### src/rtl/dtc_rx.sv
// dtc_rx: DTC link receiver, aligns nibbles to sync words and decodes reply/status/event frames
module dtc_rx #(
  parameter logic [15:0] SYNC_WORD  = 16'hBC50,
  parameter logic [15:0] REPLY_HDR  = 16'hF7F7,
  parameter logic [15:0] STATUS_HDR = 16'hDCDC,
  parameter logic [15:0] EVENT_HDR  = 16'h5C5C,
  parameter logic [15:0] TRAILER    = 16'hC5D5,
  parameter int          N_CH       = 64,
  parameter int          EVT_WINDOW = 40,
  parameter int          SYNC_LOCK  = 4
) (
  input  logic        dtc_clk,
  input  logic        rst_n,
  input  logic [3:0]  dtc_nibble,
  output logic        locked,
  output logic        reply_vld,
  output logic [31:0] reply_addr,
  output logic [31:0] reply_data,
  output logic        status_vld,
  output logic [15:0] status_word,
  output logic        evt_start,
  output logic        adc_vld,
  output logic [11:0] adc_data,
  output logic [5:0]  adc_ch,
  output logic [5:0]  adc_sample,
  output logic        evt_done,
  output logic        frame_err
);
  typedef enum logic [3:0] {
    HUNT, IDLE, R_AH, R_AL, R_DH, R_DL, STAT, EVT_ADC, EVT_TDC, EVT_TRL, EVT_SWL
  } state_t;
  state_t      st;
  logic [15:0] sr;
  logic [1:0]  ph;
  logic [2:0]  cnt;
  logic [5:0]  ch, smp;
  logic [47:0] rtmp;
  logic        bnd, trl_bad, redecode;
  assign bnd      = ph == 2'd0;
  assign trl_bad  = st == EVT_TRL && sr != TRAILER;
  assign redecode = st == IDLE || trl_bad || (st == EVT_SWL && sr != TRAILER);
  always_ff @(posedge dtc_clk or negedge rst_n) begin
    if (!rst_n) begin
      st          <= HUNT;
      sr          <= '0;
      ph          <= '0;
      cnt         <= '0;
      ch          <= '0;
      smp         <= '0;
      rtmp        <= '0;
      locked      <= 1'b0;
      reply_vld   <= 1'b0;
      reply_addr  <= '0;
      reply_data  <= '0;
      status_vld  <= 1'b0;
      status_word <= '0;
      evt_start   <= 1'b0;
      adc_vld     <= 1'b0;
      adc_data    <= '0;
      adc_ch      <= '0;
      adc_sample  <= '0;
      evt_done    <= 1'b0;
      frame_err   <= 1'b0;
    end else begin
      sr         <= {dtc_nibble, sr[15:4]};
      ph         <= ph + 2'd1;
      reply_vld  <= 1'b0;
      status_vld <= 1'b0;
      evt_start  <= 1'b0;
      adc_vld    <= 1'b0;
      evt_done   <= 1'b0;
      frame_err  <= 1'b0;
      if (st == HUNT) begin
        if (sr == SYNC_WORD && (cnt == 3'd0 || bnd)) begin
          ph <= 2'd1;
          if (cnt == 3'(SYNC_LOCK - 1)) begin
            st     <= IDLE;
            locked <= 1'b1;
            cnt    <= '0;
          end else begin
            cnt <= cnt + 3'd1;
          end
        end else if (bnd) begin
          cnt <= '0;
        end
      end else if (bnd) begin
        if (redecode) begin
          if (trl_bad) frame_err <= 1'b1;
          if (sr == SYNC_WORD) st <= IDLE;
          else if (sr == REPLY_HDR) st <= R_AH;
          else if (sr == STATUS_HDR) st <= STAT;
          else if (sr == EVENT_HDR) begin
            st        <= EVT_ADC;
            evt_start <= 1'b1;
            ch        <= 6'(N_CH - 1);
            smp       <= 6'(EVT_WINDOW - 1);
          end else begin
            frame_err <= 1'b1;
            locked    <= 1'b0;
            cnt       <= '0;
            st        <= HUNT;
          end
        end else begin
          case (st)
            R_AH: begin
              rtmp[47:32] <= sr;
              st          <= R_AL;
            end
            R_AL: begin
              rtmp[31:16] <= sr;
              st          <= R_DH;
            end
            R_DH: begin
              rtmp[15:0] <= sr;
              st         <= R_DL;
            end
            R_DL: begin
              reply_addr <= rtmp[47:16];
              reply_data <= {rtmp[15:0], sr};
              reply_vld  <= 1'b1;
              st         <= IDLE;
            end
            STAT: begin
              status_word <= sr;
              status_vld  <= 1'b1;
              st          <= IDLE;
            end
            EVT_ADC: begin
              if (sr[15:12] != 4'd0) begin
                frame_err <= 1'b1;
                st        <= IDLE;
              end else begin
                adc_vld    <= 1'b1;
                adc_data   <= sr[11:0];
                adc_ch     <= ch;
                adc_sample <= smp;
                if (smp == 6'd0) begin
                  smp <= 6'(EVT_WINDOW - 1);
                  if (ch == 6'd0) st <= EVT_TDC;
                  else ch <= ch - 6'd1;
                end else begin
                  smp <= smp - 6'd1;
                end
              end
            end
            EVT_TDC: st <= EVT_TRL;
            EVT_TRL: begin
              evt_done <= 1'b1;
              st       <= EVT_SWL;
            end
            default: ;
          endcase
        end
      end
    end
  end
endmodule

### config.mk
export PLATFORM = sky130hd
export DESIGN_NAME = dtc_rx
export DESIGN_NICKNAME = d
export VERILOG_FILES = /design/src/rtl/dtc_rx.sv
export SDC_FILE = /design/constraint.sdc
export NUM_CORES = 1
export LEC_CHECK = 0
export BUFFER_PORTS_ARGS = -buffer_cell sky130_fd_sc_hd__buf_4
export CORE_ASPECT_RATIO = 1.2
export CORE_MARGIN = 5
export CORE_UTILIZATION = 61
export DETAILED_ROUTE_END_ITERATION = 8
export PLACE_DENSITY = 0.82
export SYNTH_ARGS = -nofsm -noshare
export SYNTH_HDL_FRONTEND = slang
export SYNTH_SLANG_ARGS = --single-unit
### constraint.sdc
create_clock -name dtc_clk -period 5.3 [get_ports dtc_clk]
set_input_delay 1.06 -clock dtc_clk [delete_from_list [all_inputs] [get_ports dtc_clk]]
set_output_delay 1.06 -clock dtc_clk [all_outputs]
set_load 0.01 [all_outputs]
==> flow_metrics.tcl <==
set metrics [dict create \
    status "finished, final reports clean" \
    row_count 45 \
    avgSynthCellArea_um2 13.23 \
    grt_pass1_wl_um 29480 \
    maxCapViolCount 0 \
    p_int_mw 2.300 \
    ys_top_cells_by_area "dfrtp_1 62%, mux2_2 18%, nand2_1 3.6%" \
    postCtsSetupBuffers 0 \
    peakVddDrop_mv 0.2632 \
    yosysWarnings 0 \
    setup_slack_ps 1612 \
    grt_pass1_vias 5548 \
    clock.fmax_mhz 271.1 \
    vias 5235 \
    power_frac_seq 0.530 \
    detail_route.first_pass.iterations 5 \
    arrival_ps 3960 \
    cpPeakStageDelay_ps 950 \
    slew_viol_final 0 \
    post-route-drc-count 0 \
    track_usage 0.2472 \
    layout_common_cells "196 x dfrtp_1, 128 x mux2_2, 119 x buf_4, 76 x nand2_1, 17 x clkbuf_16" \
    finalClockSkew_ps 9.073 \
    synth_seq_area_share 0.6222 \
    drt-total-wl_um 18070 \
    numCtsBuffers 17 \
    cts.sinks 196 \
    postCtsResizedCells 0 \
    core_um2 12670 \
    cp_slowest_cell "or3_1" \
    synth_edf_count 0 \
    cellPowerDensity_nw_per_um2 304.3 \
    gr-total-overflow 0 \
    cts_max_level 4 \
    min_period_ps 3688 \
    cts_tree "built" \
    rrSetupSlack_ps 1610 \
    synth_nets 609 \
    synth_top_area_frac 0.6222 \
    synth_async_sr_flop_share 1.000 \
    wire_per_inst_um 20.61 \
    cp-endpoint "smp[2]" \
    antenna_found_initial 0 \
    syn_inst 596 \
    drt_iter0_drc 359 \
    p_switching_uw 580.0 \
    portBuffers 116 \
    via_per_inst 5.969 \
    grt_setup_unrepaired "false" \
    die_area_um2 15300 \
    worstPathMaxFanout 33 \
    finalHoldViolations 0 \
    dp_hpwl_um 11830 \
    hp-class "flop to flop" \
    tns_ps 0 \
    routabilityCongestion 0.9804 \
    path_cells "o41ai_1 -> or3_1 -> inv_2 -> nor2_1 -> o31ai_1" \
    synth_top_area_cell "dfrtp_1" \
    hold_buffers 0 \
    period_share 0.6959 \
    initial_utilization 0.6222 \
    clockPowerShare 0.458 \
    antenna_left 0 \
    post-place-ws_ps 1866 \
    power_switching_share 0.2014 \
    syn_area_um2 7883 \
    final_common_cell "dfrtp_1" \
    synth_top_flop_cell "dfrtp_1" \
    reg2reg_depth 5 \
    setup_violations 0 \
    drive_above_1_share 0.4039 \
    grt_max_degree 97 \
    slew_headroom 0.2316 \
    cp-end-kind "flop" \
    crit_type "flop to flop" \
    cp.required_ps 5570 \
    r2r-start "st[3]" \
    num_antenna_cells 0 \
    r2r-end "smp[2]" \
    nets 715 \
    synth_cell_types 61 \
    area_growth_pct 20.03 \
    io_pins 117 \
    clk_latency_ps 420 \
    cts_root_buffer "clkbuf_16" \
    die_h_um 134.5 \
    clk_transition_reported_paths_ps 60 \
    synth-seq-cells 196 \
    startpoint_type "flop" \
    power_frac_comb 0.013 \
    p_leak_nw 4.913 \
    worst_slew_pin_slew_ps 1144 \
    startpoint "st[3]" \
    die_w_um 113.8 \
    clockBufferDepth 2 \
]
[worst min path at each step]
stage / depth (start not counted) / startpoint / end
after CTS: 1 / ph[0] / ph[0]
after detailed placement: 1 / ph[0] / ph[0]
after global routing: 1 / ph[0] / ph[0]
final: 1 / ph[0] / ph[0]
after global placement: 1 / ph[0] / ph[0]
after floorplan: 0 / sr[5] / sr[1]
[flip-flops by register name, summed over array words and instances (netlist names), 2 cells and up]
signal,cells
adc_ch,6
adc_data,12
adc_sample,6
ch,6
cnt,3
ph,2
reply_addr,32
reply_data,32
rtmp,48
smp,6
sr,16
st,4
status_word,16
[critical path, delay by kind of cell (launching register included)]
family	cells	cell delay, ps
AOI/OAI and AO/OA	2	1120
buffers and inverters	1	470
DFF	1	570
and+or+nand+nor	2	1380
[per-layer routing]
| metal | routed length (µm) | share of wire | global-route usage | up-vias |
|---|---|---|---|---|
| met5 | 0 | 0 | 0 | - |
| met4 | 508 | 0.028 | 0.09241 | 0 |
| met3 | 1328 | 0.073 | 0.07485 | 48 |
| met2 | 9281 | 0.51 | 0.4103 | 200 |
| met1 | 6956 | 0.38 | 0.3076 | 2679 |
| li1 | - | - | - | 2308 |
[metrics by stage]
stage	instances	power, mW	hold slack, ps	utilization	instance area (µm²)
after detailed placement	847	1.591	430.3	0.6989	8853
final	877	2.880	452.3	0.7469	9462
after global routing	877	2.967	486.8	0.7469	9462
after CTS	877	2.891	454.0	0.7469	9462
after global placement	847	1.590	427.6	0.6989	8853
after floorplan	596	1.546	348.7	-	7883
[cell families after synthesis]
kind of cell,Yosys count,synth area share
compound gates,51,0.04571
xor+xnor,4,0.004444
fa+ha+maj,7,0.01111
buf+inv,47,0.02667
flops,196,0.6222
mux,128,0.1829
simple gates,163,0.1070
[synthesized netlist by cell type, drive strengths merged (3+ instances only)]
library cell,count
o21ai,14
a21oi,9
or3,4
nor2,13
nor2b,4
dfrtp,196
buf,19
clkbuf,14
inv,14
nor4,9
mux2,128
a21o,3
nor3,14
xor2,4
nand3,8
ha,7
or4,4
nand4b,5
o31ai,3
and2,3
nand2b,4
a211oi,3
nand3b,3
nand2,76
nand4,5
[power groups by stage]
stage,logic (mW),registers [mW],clock network [mW]
2_1_floorplan,0.00855,1.54,0
6_report,0.0368,1.52,1.32
3_3_place_gp,0.0374,1.55,0
3_5_place_dp,0.0387,1.55,0
4_1_cts,0.0386,1.52,1.33
5_1_grt,0.0439,1.52,1.40
[layout make-up]
cell class / instances / area (µm²)
Multi-Input combinational cell: 353 / 2784
Clock buffer: 23 / 488.0
Tap cell: 164 / 205.2
Clock inverter: 7 / 120.1
Sequential cell: 196 / 4905
Timing Repair Buffer: 120 / 907.1
Inverter: 14 / 52.55
Fill cell: 816 / 3207
(Power assumes the default switching activity.)
